<file path="src/rtl/fir_decim_fifo_if.sv">
// Bundles the sample input, the control inputs and the decimated FIFO output of
// fir_decim_fifo. The slave modport is the DUT view; the master modport is the driver view.
interface fir_decim_fifo_if #(
  parameter int DATA_WIDTH = 16,
  parameter int DEPTH      = 8
);
  localparam int FILL_W = $clog2(DEPTH) + 1;

  logic                         in_en;
  logic signed [DATA_WIDTH-1:0] data_in;
  logic [3:0]                   decim_m;
  logic                         m_valid;
  logic                         m_ready;
  logic [DATA_WIDTH-1:0]        m_data;
  logic [FILL_W-1:0]            fill;
  logic                         overflow;
  logic                         clr_ovf;

  modport slave (
    input  in_en, data_in, decim_m, m_ready, clr_ovf,
    output m_valid, m_data, fill, overflow
  );

  modport master (
    output in_en, data_in, decim_m, m_ready, clr_ovf,
    input  m_valid, m_data, fill, overflow
  );
endinterface

</file>
<file path="src/rtl/fir_decim_fifo.sv">
// Discards FIR pipeline warm-up samples, keeps every M-th sample and buffers the
// kept samples in a FIFO whose head is presented through a registered output.
module fir_decim_fifo #(
  parameter int DATA_WIDTH = 16,
  parameter int DEPTH      = 8,
  parameter int WARMUP     = 3
) (
  input  logic           clk,
  input  logic           reset,
  fir_decim_fifo_if.slave bus
);
  localparam int AW = $clog2(DEPTH);
  localparam int FW = AW + 1;
  localparam int CW = (WARMUP > 1) ? $clog2(WARMUP) : 1;

  typedef enum logic {WARM, RUN} state_t;

  state_t                r_state, w_state_next;
  logic [CW-1:0]         r_warm_cnt, w_warm_cnt_next;
  logic [3:0]            r_phase, w_phase_next;
  logic [3:0]            r_m, w_m_next, w_m_in;
  logic                  w_keep;

  logic [DATA_WIDTH-1:0] r_mem [DEPTH];
  logic [AW-1:0]         r_wr_ptr, r_rd_ptr, w_rd_inc;
  logic [FW-1:0]         r_fill, w_fill_next;
  logic                  r_valid, r_ovf;
  logic [DATA_WIDTH-1:0] r_head, w_head_next;
  logic                  w_pop, w_push, w_drop, w_full;

  assign w_m_in = (bus.decim_m == 4'd0) ? 4'd1 : bus.decim_m;

  always_ff @(posedge clk) begin
    if (reset) begin
      r_state    <= WARM;
      r_warm_cnt <= '0;
      r_phase    <= '0;
      r_m        <= 4'd1;
    end else begin
      r_state    <= w_state_next;
      r_warm_cnt <= w_warm_cnt_next;
      r_phase    <= w_phase_next;
      r_m        <= w_m_next;
    end
  end

  always_comb begin
    w_state_next    = r_state;
    w_warm_cnt_next = r_warm_cnt;
    w_phase_next    = r_phase;
    w_m_next        = r_m;
    w_keep          = 1'b0;
    case (r_state)
      WARM: begin
        if (bus.in_en) begin
          if (r_warm_cnt == CW'(WARMUP - 1)) begin
            w_state_next    = RUN;
            w_warm_cnt_next = '0;
            w_phase_next    = '0;
            w_m_next        = w_m_in;
          end else begin
            w_warm_cnt_next = r_warm_cnt + CW'(1);
          end
        end
      end
      RUN: begin
        if (!bus.in_en) begin
          // A gap in the sample stream means the filter restarted.
          w_state_next    = WARM;
          w_warm_cnt_next = '0;
          w_phase_next    = '0;
        end else if (r_phase == 4'd0) begin
          w_keep       = 1'b1;
          w_m_next     = w_m_in;
          w_phase_next = (w_m_in == 4'd1) ? 4'd0 : 4'd1;
        end else begin
          w_phase_next = (r_phase == r_m - 4'd1) ? 4'd0 : r_phase + 4'd1;
        end
      end
      default: w_state_next = WARM;
    endcase
  end

  assign w_pop       = r_valid & bus.m_ready;
  assign w_full      = (r_fill == FW'(DEPTH));
  assign w_push      = w_keep & (~w_full | w_pop);
  assign w_drop      = w_keep & w_full & ~w_pop;
  assign w_fill_next = r_fill + FW'(w_push) - FW'(w_pop);
  assign w_rd_inc    = r_rd_ptr + AW'(1);

  // Next head: the entry behind the current head, or the incoming sample when it
  // lands in an otherwise empty FIFO.
  always_comb begin
    w_head_next = r_head;
    if (w_pop) begin
      if (r_fill == FW'(1)) begin
        if (w_push) w_head_next = bus.data_in;
      end else begin
        w_head_next = r_mem[w_rd_inc];
      end
    end else if (r_fill == '0 && w_push) begin
      w_head_next = bus.data_in;
    end
  end

  always_ff @(posedge clk) begin
    if (!reset && w_push) r_mem[r_wr_ptr] <= bus.data_in;
  end

  always_ff @(posedge clk) begin
    if (reset) begin
      r_wr_ptr <= '0;
      r_rd_ptr <= '0;
      r_fill   <= '0;
      r_valid  <= 1'b0;
      r_head   <= '0;
      r_ovf    <= 1'b0;
    end else begin
      if (w_push) r_wr_ptr <= r_wr_ptr + AW'(1);
      if (w_pop)  r_rd_ptr <= w_rd_inc;
      r_fill  <= w_fill_next;
      r_valid <= (w_fill_next != '0);
      r_head  <= w_head_next;
      if (w_drop)           r_ovf <= 1'b1;
      else if (bus.clr_ovf) r_ovf <= 1'b0;
    end
  end

  assign bus.m_valid  = r_valid;
  assign bus.m_data   = r_head;
  assign bus.fill     = r_fill;
  assign bus.overflow = r_ovf;
endmodule

</file>
<file path="src/flat_wrapper.sv">
// flat-port wrapper written by rule: the top's interface ports become plain ports
module fir_decim_fifo_flat 
#(
  parameter int DATA_WIDTH = 16,
  parameter int DEPTH      = 8,
  parameter int WARMUP     = 3
)
  (clk, reset, bus_in_en, bus_data_in, bus_decim_m, bus_m_ready, bus_clr_ovf, bus_m_valid, bus_m_data, bus_fill, bus_overflow);
  fir_decim_fifo_if #(.DATA_WIDTH(DATA_WIDTH), .DEPTH(DEPTH)) bus_i ();
  input  logic clk;
  input  logic reset;
  input wire logic [$bits(bus_i.in_en)-1:0] bus_in_en;
  input wire logic [$bits(bus_i.data_in)-1:0] bus_data_in;
  input wire logic [$bits(bus_i.decim_m)-1:0] bus_decim_m;
  input wire logic [$bits(bus_i.m_ready)-1:0] bus_m_ready;
  input wire logic [$bits(bus_i.clr_ovf)-1:0] bus_clr_ovf;
  output wire logic [$bits(bus_i.m_valid)-1:0] bus_m_valid;
  output wire logic [$bits(bus_i.m_data)-1:0] bus_m_data;
  output wire logic [$bits(bus_i.fill)-1:0] bus_fill;
  output wire logic [$bits(bus_i.overflow)-1:0] bus_overflow;
  assign bus_i.in_en = bus_in_en;
  assign bus_i.data_in = bus_data_in;
  assign bus_i.decim_m = bus_decim_m;
  assign bus_i.m_ready = bus_m_ready;
  assign bus_i.clr_ovf = bus_clr_ovf;
  assign bus_m_valid = bus_i.m_valid;
  assign bus_m_data = bus_i.m_data;
  assign bus_fill = bus_i.fill;
  assign bus_overflow = bus_i.overflow;
  fir_decim_fifo #(.DATA_WIDTH(DATA_WIDTH), .DEPTH(DEPTH), .WARMUP(WARMUP)) u_core (.clk(clk), .reset(reset), .bus(bus_i));
endmodule
</file>
<file path="config.mk">
export PLATFORM = sky130hd
export DESIGN_NAME = fir_decim_fifo_flat
export DESIGN_NICKNAME = d
export VERILOG_FILES = /design/src/rtl/fir_decim_fifo_if.sv /design/src/rtl/fir_decim_fifo.sv /design/src/flat_wrapper.sv
export SDC_FILE = /design/constraint.sdc
export NUM_CORES = 1
export LEC_CHECK = 0
export ABC_CLOCK_PERIOD_IN_PS = 9680
export BUFFER_PORTS_ARGS = -buffer_cell sky130_fd_sc_hd__buf_2
export CAP_MARGIN = 20
export CORE_MARGIN = 1
export CORE_UTILIZATION = 50
export DETAILED_ROUTE_END_ITERATION = 7
export HOLD_SLACK_MARGIN = 0.12
export MAX_ROUTING_LAYER = met4
export PLACE_DENSITY = 0.68
export SYNTH_ARGS = -nofsm -noshare
export SYNTH_HDL_FRONTEND = slang
export SYNTH_SLANG_ARGS = --single-unit
</file>
<file path="constraint.sdc">
create_clock -name clk -period 9.68 [get_ports clk]
set_input_delay 0.968 -clock clk [delete_from_list [all_inputs] [get_ports clk]]
set_output_delay 0.968 -clock clk [all_outputs]
set_load 0.01 [all_outputs]
</file>
==> After elaboration in Yosys (flattened, before gate mapping) <==
Memories as Yosys holds them, arrays and structs flattened.
Index checks and enable logic that the tools add are counted.
{ "op_classes": {"add_sub_neg": 7, "n_eq_ne": 11, "mux": 32, "n_bitwise": 8, "reduce_logical": 13} }
{ "ops": {"columns": ["op", "count"], "rows": [
  ["$mux W16", 4],
  ["$mux W4", 10],
  ["$pmux W4 S2", 2],
  ["$logic_not A4 Y1", 3],
  ["$mux W1", 11],
  ["$eq A4 B1 Y1 const B", 2],
  ["$ne A2 B2 Y1 const B", 4],
  ["$add A3 B1 Y3 const B", 2],
  ["$mux W2", 3],
  ["$reduce_and A2 Y1", 3],
  ["$add A4 B1 Y4", 1],
  ["$add A4 B1 Y4 const B", 1],
  ["$and A1 B1 Y1", 4],
  ["$eq A4 B4 Y1", 1],
  ["$eq A4 B4 Y1 const B", 1],
  ["$pmux W2 S2", 1],
  ["$reduce_and A4 Y1", 1],
  ["$reduce_bool A2 Y1", 2],
  ["$reduce_bool A4 Y1", 1],
  ["$sub A4 B1 Y4", 1],
  ["$sub A4 B1 Y4 const B", 1],
  ["$ne A3 B3 Y1 const B", 1],
  ["$not A1 Y1", 3],
  ["$add A2 B1 Y2 const B", 1],
  ["6 further kinds", 7]
]} }
{ "totals": {"ff_bits": 39, "mem_bits_rw": 128, "out_inout_bits": 22, "elab_cells": 82, "memories": 1} }
{ "memory_table": {"columns": ["memory", "words", "width", "rd", "rd_clocked_by_memory_dff", "wr", "line_no", "source"], "rows": [
  ["u_core.r_mem", 8, 16, 1, 0, 1, "fir_decim_fifo.sv:24", "logic [DATA_WIDTH-1:0] r_mem [DEPTH];"]
]} }

==> Depth between registers and ports, before layout <==
Gate-level depths: netlist of run 1.
{ "logic_depth": {"depth_word": 8, "mapped_depth": 12} }

==> Worst setup path after synthesis of run 1 <==
No wires, ideal clock.
{ "synth_timing": {"kind": "input port to flip-flop", "start": "input port bus_m_ready", "end": "memory u_core.r_mem[0][0] (enable)", "setup_ns": 0.430, "arrival_ns": 3.252, "required_ns": 9.250, "slack_ns": 5.998, "stages": 4, "cell_sequence": "nand2_1 > a311oi_4 > nand2b_2 > nor4_1"} }
{ "synth_between": {"elab_chain_cells": 6} }
{ "synth_rtl": {"columns": ["element", "line_no", "source"], "rows": [
  ["start: declaration", "flat_wrapper.sv:15", "input wire logic [$bits(bus_i.m_ready)-1:0] bus_m_ready;"],
  ["$and A1 B1 Y1", "fir_decim_fifo.sv:84", "assign w_pop = r_valid & bus.m_ready;"],
  ["$or A1 B1 Y1", "fir_decim_fifo.sv:86", "assign w_push = w_keep & (~w_full | w_pop);"],
  ["$and A1 B1 Y1", "fir_decim_fifo.sv:86", null],
  ["named net u_core.w_push", "fir_decim_fifo.sv:29", "logic w_pop, w_push, w_drop, w_full;"],
  ["$logic_and A1 B1 Y1", "fir_decim_fifo.sv:107", "if (!reset && w_push) r_mem[r_wr_ptr] <= bus.data_in;"],
  ["$mux W1", "fir_decim_fifo.sv:107", null],
  ["$mux W1 (not written as such)", "fir_decim_fifo.sv:107", null],
  ["end: declaration", "fir_decim_fifo.sv:24", null]
]} }
The timed path passes the listed nets, and every way through them passes these cells.

==> Worst setup path in the final report of run 1 <==
{ "layout_timing": {"start": "register u_core.r_rd_ptr[0]", "end": "register u_core.r_head[3] (netlist: u_core.bus.m_data[3])"} }
{ "layout_between": {"elab_chain_cells": 4} }
{ "layout_rtl": {"columns": ["element", "line_no", "source"], "rows": [
  ["start: declaration", "fir_decim_fifo.sv:25", "logic [AW-1:0] r_wr_ptr, r_rd_ptr, w_rd_inc;"],
  ["start signal: assignment", "fir_decim_fifo.sv:120", "if (w_pop) r_rd_ptr <= w_rd_inc;"],
  ["$add A3 B1 Y3", "fir_decim_fifo.sv:89", "assign w_rd_inc = r_rd_ptr + AW'(1);"],
  ["$mem_v2 Z8 W16", null, null],
  ["$mux W16", "fir_decim_fifo.sv:96", "if (r_fill == FW'(1)) begin"],
  ["$mux W16", "fir_decim_fifo.sv:95", "if (w_pop) begin"],
  ["end signal: assignment", "fir_decim_fifo.sv:123", "r_head <= w_head_next;"],
  ["end: declaration", "fir_decim_fifo.sv:28", "logic [DATA_WIDTH-1:0] r_head, w_head_next;"]
]} }
Every way passes these cells.
A chain may end at the register's enable or synchronous reset.

==> qor.yml, run 1 <==
clock_network:
  cts-resized-gates: 0
  cts_tree: "yes"
  clk_latency_ps: 420
  root_buffer: "clkbuf_16"
  cts_setup_buffers: 0
  clkSinkCount: 167
  clkTransAtPathRegs_ps: 60
  cts_buffers: 17
  holdBufCountCts: 0
  h-tree-depth: 4
  cts_buffer_depth: 2
sta:
  skew_ps: 7.36
  fin_setup_tns_ps: 0
  fmax_mhz: 321
  hold_viol: 0
  worst_pin_slew_ps: 1190
  maxSlewHeadroom: 0.210
  setup_viol: 0
  fin_crit_sh: 0.322
  drv_slew: 0
  whs_ps: 473
  rsz0062_at_grt: "no"
  min_period_ps: 3120
setup_path:
  startpoint_type: "flip-flop"
  crit_fanout: 21
  r2r_cells: 5
  rrSetupSlack_ps: 6560
  worstPathArrival_ps: 3380
  reg2reg_from: "u_core.r_rd_ptr[0]"
  end_kind: "flip-flop"
  crit_required_ps: 9940
  path_class: "flip-flop to flip-flop"
  worstReg2RegEnd: "u_core.bus.m_data[3]"
cells_and_area:
  diodes: 0
  drive_above_1_share: 0.273
  num-nets-final: 561
  n_fill_cell: 1059
  syn2layout_area_growth_pct: 15.3
  layout_commonest_cell: "edfxtp_1"
  final_cell_mix: "128 x edfxtp_1, 48 x mux2_2, 46 x buf_2"
placed_design:
  port-buffer-count: 46
  place_congestion: 0.731
  dp_hpwl_mm: 8.48
power_and_ir_drop:
  p_leak_nw: 2.81
  peakVddDrop_v: 0.000118
  power_density_nw_per_um2: 235
floorplan:
  dieArea_um2: 14300
  die_y_um: 120
  core_um2: 13400
  pin_count: 47
  die_w_um: 120
  rows: 42
  initial_core_util: 0.518
drt:
  final_antenna_net_count: 0
  drcViolationCount: 0
  drt_iter0_drc: 317
  first_pass_iters: 5
  vias_per_cell: 5.80
  avgRoutedWirePerCell_um: 19.7
  routed_wl_mm: 14.0
  num_vias: 4127
run:
  cap_violations: 0
status:
  outcome: "finished, final reports clean"
hold_path:
  hold_path.class: "flip-flop to flip-flop"
  whs_path_depth: 2
  hold_path_end: "u_core.r_rd_ptr[1]"
  hold_start: "u_core.r_rd_ptr[1]"
synth:
  yosys.cell_types.count: 42
  synth_area_um2: 6940
  yosys_warnings: 0
  synth.avg_cell_area_um2: 14.7
  ys_ff_latch: 167
  seq_area_frac_synth: 0.667
  syn-num-nets: 510
  synthCells: 471
global_route:
  grt_start_max_net_pins: 65
  antenna_found_initial: 0
  grt_overflow: 0
  grt_pass1_wl_mm: 22.4
  grt_pass1_vias: 4161
  grt_usage: 0.217
cells by family (layout without fill, tap and decap cells):
group                    Yosys count  after routing  share of synthesized area
AO/OA/AOI/OAI                     82             82                     0.0794
multiplexers                      81             81                      0.126
buffers and inverters             40            104                     0.0249
adder cells (fa/ha/maj)           14             14                     0.0263
flip-flops                       167            167                      0.667
AND/OR/NAND/NOR                   75             75                     0.0590
XOR/XNOR                          12             12                     0.0182
how the worst max path moves through the flow:
| stage | start | to | cells past startpoint |
|---|---|---|---|
| after floorplan | bus_m_ready | u_core.r_mem[0][0] | 4 |
| after global placement | bus_m_ready | u_core.r_mem[3][10] | 5 |
| after detailed placement | bus_m_ready | u_core.r_mem[2][5] | 5 |
| after CTS | u_core.r_phase[1] | u_core.r_mem[2][5] | 6 |
| after global routing | u_core.r_rd_ptr[0] | u_core.bus.m_data[13] | 5 |
| final | u_core.r_rd_ptr[0] | u_core.bus.m_data[3] | 5 |
stage by stage:
step	total power, W	cells	util	setup WS [ps]	instance area, um^2
after detailed placement	0.00123	678	0.551	6350	7390
after global placement	0.00122	677	0.550	6360	7370
after global routing	0.00196	711	0.597	6300	8000
final	0.00188	711	0.597	6560	8000
after CTS	0.00189	710	0.596	6440	7980
after floorplan	0.00112	471	-	6000	6940
power by group:
group / switching, W / total, W / leakage (nW) / internal [W]
Sequential: 0.0000292 / 0.000831 / 1.47 / 0.000801
Combinational: 0.000203 / 0.000381 / 1.06 / 0.000178
Clock: 0.000266 / 0.000667 / 0.279 / 0.000401
Total: 0.000498 / 0.00188 / 2.81 / 0.00138
worst max-delay path, stage by stage, from the launching register on:
cell      delay [ps]
dfxtp_1          590
ha_2             370
xnor2_2          760
nand2b_1         730
o22ai_1          370
o22ai_1          140
layer usage:
metal	track usage	wire length (um)
met1	0.280	6450
met2	0.342	6880
met3	0.0394	493
met4	0.0828	217
met5	-	0
registers in the layout, indices dropped and copies added (netlist names):
signal,cells
u_core.bus.fill,4
u_core.r_mem,128
u_core.r_m,4
u_core.r_rd_ptr,3
u_core.bus.m_valid,1
u_core.r_wr_ptr,3
u_core.bus.m_data,16
u_core.r_state,1
u_core.bus.overflow,1
u_core.r_warm_cnt,2
u_core.r_phase,4
final cells by class:
type	count	area [um^2]	share of cell area
clock buffer	22	474	0.0593
sequential	167	4620	0.578
clock inverter	10	121	0.0152
multi-input combinational	264	2180	0.272
inverter	16	60.1	0.00751
timing repair buffer	56	320	0.0401
tap	176	220	0.0275
synthesized netlist by cell type, drive strengths merged:
library cell    n  area [um^2]
o22ai          33          206
or3b            1         8.76
or4b            1         10.0
a21bo           1         10.0
o211ai         16          120
a211oi          5         37.5
nor3            4         20.0
xor2            4         35.0
a221oi          1         8.76
fa              1         20.0
edfxtp        128         3840
clkbuf         16         60.1
a311oi          1         26.3
nand3          21          105
nand4           1         6.26
nor4b           3         38.8
a211o           1         8.76
mux2i          33          330
or2             1         6.26
nand2          10         40.0
nor2b           2         12.5
nor3b           1         7.51
o21ai           5         25.0
xnor3           1         22.5
mux2           48          541
nand2b          6         40.0
a21oi          14         70.1
buf             8         52.6
inv            16         60.1
a21o            4         30.0
o21bai          1         7.51
xnor2           7         68.8
dfxtp          39          781
nand3b          3         22.5
ha             13          163
nor4            5         31.3
nor2           16         60.1
Note: power is estimated with default switching activity, not from simulation.
==> inputs of run 2 (changes only) <==
Settings changed: ABC_CLOCK_PERIOD_IN_PS 9680 to 3000.
Clock period 9.68 ns to 3 ns, I/O delays scaled along.
==> run 2 against run 1 <==
Maximum frequency up 11%; total power rose to 3.2 times the previous value; die area stayed put; sequential share of layout area down 0.76 points; combinational power grew to 3.5 times the previous value; clock skew is 1.5 ps lower; worst setup slack got worse by 6400 ps; count of clock-buffer cells in the layout down 3; largest power group unchanged; highest routed layer unchanged.
==> qor.yml, run 2 (same netlist as run 1, synthesis figures left out) <==
global_route:
  grt_start_max_net_pins: 35  # was 65
  grt_usage: 0.217  # about the same
  grt_pass1_wl_mm: 22.2  # was 22.4 mm
  grt_pass1_vias: 4158  # was 4161
  grt_overflow: 0  # unchanged
  antenna_found_initial: 0  # unchanged
placed_design:
  dp_hpwl_mm: 8.57  # was 8.48 mm
  port-buffer-count: 46  # unchanged
  place_congestion: 0.783  # was 0.731
  dp_cells: 694  # was 678
  pre_cts_ws_ps: 225  # was 6350 ps
sta:
  min_period_ps: 2810  # was 3120 ps
  hold_viol: 0  # unchanged
  fmax_mhz: 356  # was 321 MHz
  drv_slew: 0  # unchanged
  maxSlewHeadroom: 0.462  # was 0.210
  skew_ps: 5.89  # was 7.36 ps
  fin_setup_tns_ps: 0  # unchanged
  fin_crit_sh: 0.936  # was 0.322
  worst_pin_slew_ps: 807  # was 1190 ps
  setup_ws_ps: 193  # was 6560 ps
  setup_viol: 0  # unchanged
  rsz0062_at_grt: "no"  # unchanged
drt:
  drcViolationCount: 0  # unchanged
  drt_iter0_drc: 268  # was 317
  routed_wl_mm: 14.0  # about the same
  first_pass_iters: 4  # was 5
  avgRoutedWirePerCell_um: 19.3  # was 19.7 um
  num_vias: 4096  # was 4127
  vias_per_cell: 5.64  # was 5.80
  final_antenna_net_count: 0  # unchanged
floorplan:
  die_w_um: 120  # unchanged
  core_um2: 13400  # unchanged
  rows: 42  # unchanged
  die_y_um: 120  # unchanged
  pin_count: 47  # unchanged
  initial_core_util: 0.518  # unchanged
  dieArea_um2: 14300  # unchanged
setup_path:
  worstPathArrival_ps: 3070  # was 3380 ps
  r2r_cells: 11  # was 5
  max_stage_delay_ps: 480  # was 760 ps
  critPathBufInv: 2  # was 0
  path_class: "flip-flop to flip-flop"  # unchanged
  startpoint_type: "flip-flop"  # unchanged
  crit_start: "u_core.r_phase[0]"  # was u_core.r_rd_ptr[0]
  crit_fanout: 7  # was 21
  cp_num_cells: 11  # was 5
  crit_path_cell_trace: "inv_1 -> ha_1 -> or3b_1 -> a311oi_4 -> ha_1 -> inv_1 -> fa_1 -> xor2_1 -> nor2_1 -> nor3_1 -> o21ai_0"  # was ha_2 -> xnor2_2 -> nand2b_1 -> o22ai_1 -> o22ai_1
  rrSetupSlack_ps: 190  # was 6560 ps
  worstReg2RegEnd: "u_core.bus.m_valid"  # was u_core.bus.m_data[3]
  end_kind: "flip-flop"  # unchanged
  cp_top_family: "simple AND/OR/NAND/NOR gates"  # was XOR/XNOR gates
  cp-endpoint: "u_core.bus.m_valid"  # was u_core.bus.m_data[3]
  reg2reg_from: "u_core.r_phase[0]"  # was u_core.r_rd_ptr[0]
  critPathSlowestCell: "or3b_1"  # was xnor2_2
  crit_required_ps: 3260  # was 9940 ps
clock_network:
  cts_tree: "yes"  # unchanged
  h-tree-depth: 4  # unchanged
  clkSinkCount: 167  # unchanged
  clk_latency_ps: 420  # about the same
  cts-resized-gates: 0  # unchanged
  clkTransAtPathRegs_ps: 60  # about the same
  cts_buffer_depth: 2  # unchanged
  cts_setup_buffers: 0  # unchanged
  root_buffer: "clkbuf_16"  # unchanged
  cts_buffers: 17  # unchanged
  holdBufCountCts: 0  # unchanged
power_and_ir_drop:
  power_frac_seq: 0.438  # was 0.442
  p_leak_nw: 2.88  # was 2.81 nW
  clock_power_share: 0.343  # was 0.355
  power_w: 0.00605  # was 0.00188 W
  p_sw_frac: 0.267  # was 0.265
  power.switching_w: 0.00162  # was 0.000498 W
  combPwrFrac: 0.219  # was 0.203
  power.internal_w: 0.00443  # was 0.00138 W
  peakVddDrop_v: 0.000371  # was 0.000118 V
  power_density_nw_per_um2: 747  # was 235 nW/um^2
cells_and_area:
  regMostFlops: "u_core.r_mem"  # unchanged
  diodes: 0  # unchanged
  num-nets-final: 576  # was 561
  syn2layout_area_growth_pct: 16.8  # was 15.3%
  final_cell_mix: "128 x edfxtp_1, 48 x mux2_2, 46 x buf_2"  # unchanged
  largest_register_ffs: 128  # unchanged
  final_cells: 726  # was 711
  drive_above_1_share: 0.289  # was 0.273
  layout_commonest_cell: "edfxtp_1"  # unchanged
hold_path:
  hold_path.class: "input pin to flip-flop"  # was flip-flop to flip-flop
  whs_path_depth: 3  # was 2
  hold_start: "bus_decim_m[0]"  # was u_core.r_rd_ptr[1]
status:
  outcome: "finished, final reports clean"  # unchanged
run:
  cap_violations: 0  # unchanged
[run 2: changes by cell type in the layout (fill, tap and decap cells not counted), sizes merged]
cell and delta:
buf +15, clkbuf -3, clkinv +3, clkinvlp -2
inv +2
[run 2: cell type report]
type,count,area (um^2)
fill,1019,5300
sequential,167,4620
multi-input combinational,264,2190
timing repair buffer,71,443
clock buffer,19,433
tap,176,220
clock inverter,13,129
inverter,16,60.1
[run 2: worst reg2reg max path: stages, from the launching register on]
cell,delay [ps]
dfxtp_1,370
inv_1,80
ha_1,130
or3b_1,480
a311oi_4,330
ha_1,220
inv_1,50
fa_1,370
xor2_1,150
nor2_1,70
nor3_1,240
o21ai_0,140
[run 2: worst min path at each step]
stage	to	slack (ps)
floorplan	u_core.bus.fill[0]	380
global placement	u_core.r_rd_ptr[1]	460
detailed placement	u_core.bus.overflow	460
CTS	u_core.r_m[0]	120
global route	u_core.r_m[1]	140
finish	u_core.r_m[0]	140
[run 2: through the flow]
stage                     cell area (um^2)  hold slack [ps]  utilization
after detailed placement              7540              460        0.563
after CTS                             8100              124        0.605
after floorplan                       6950              383            -
final                                 8100              136        0.605
after global routing                  8100              138        0.605
after global placement                7540              459        0.563
[run 2: routing by layer]
layer,part of all wire,wire length (um),vias to the layer above,track usage
met5,0,0,-,-
met4,0.0087,121,0,0.0813
met3,0.041,568,10,0.0418
met2,0.51,7090,85,0.355
met1,0.44,6210,2050,0.270
li1,-,-,1951,-
[run 2: power groups by stage]
stage                     clock (W)  sequential [W]  combinational (W)
after detailed placement          0         0.00270            0.00133
after CTS                   0.00211         0.00265            0.00134
final                       0.00208         0.00265            0.00132
after global placement            0         0.00270            0.00130
after global routing        0.00221         0.00267            0.00144
after floorplan                   0         0.00273           0.000888
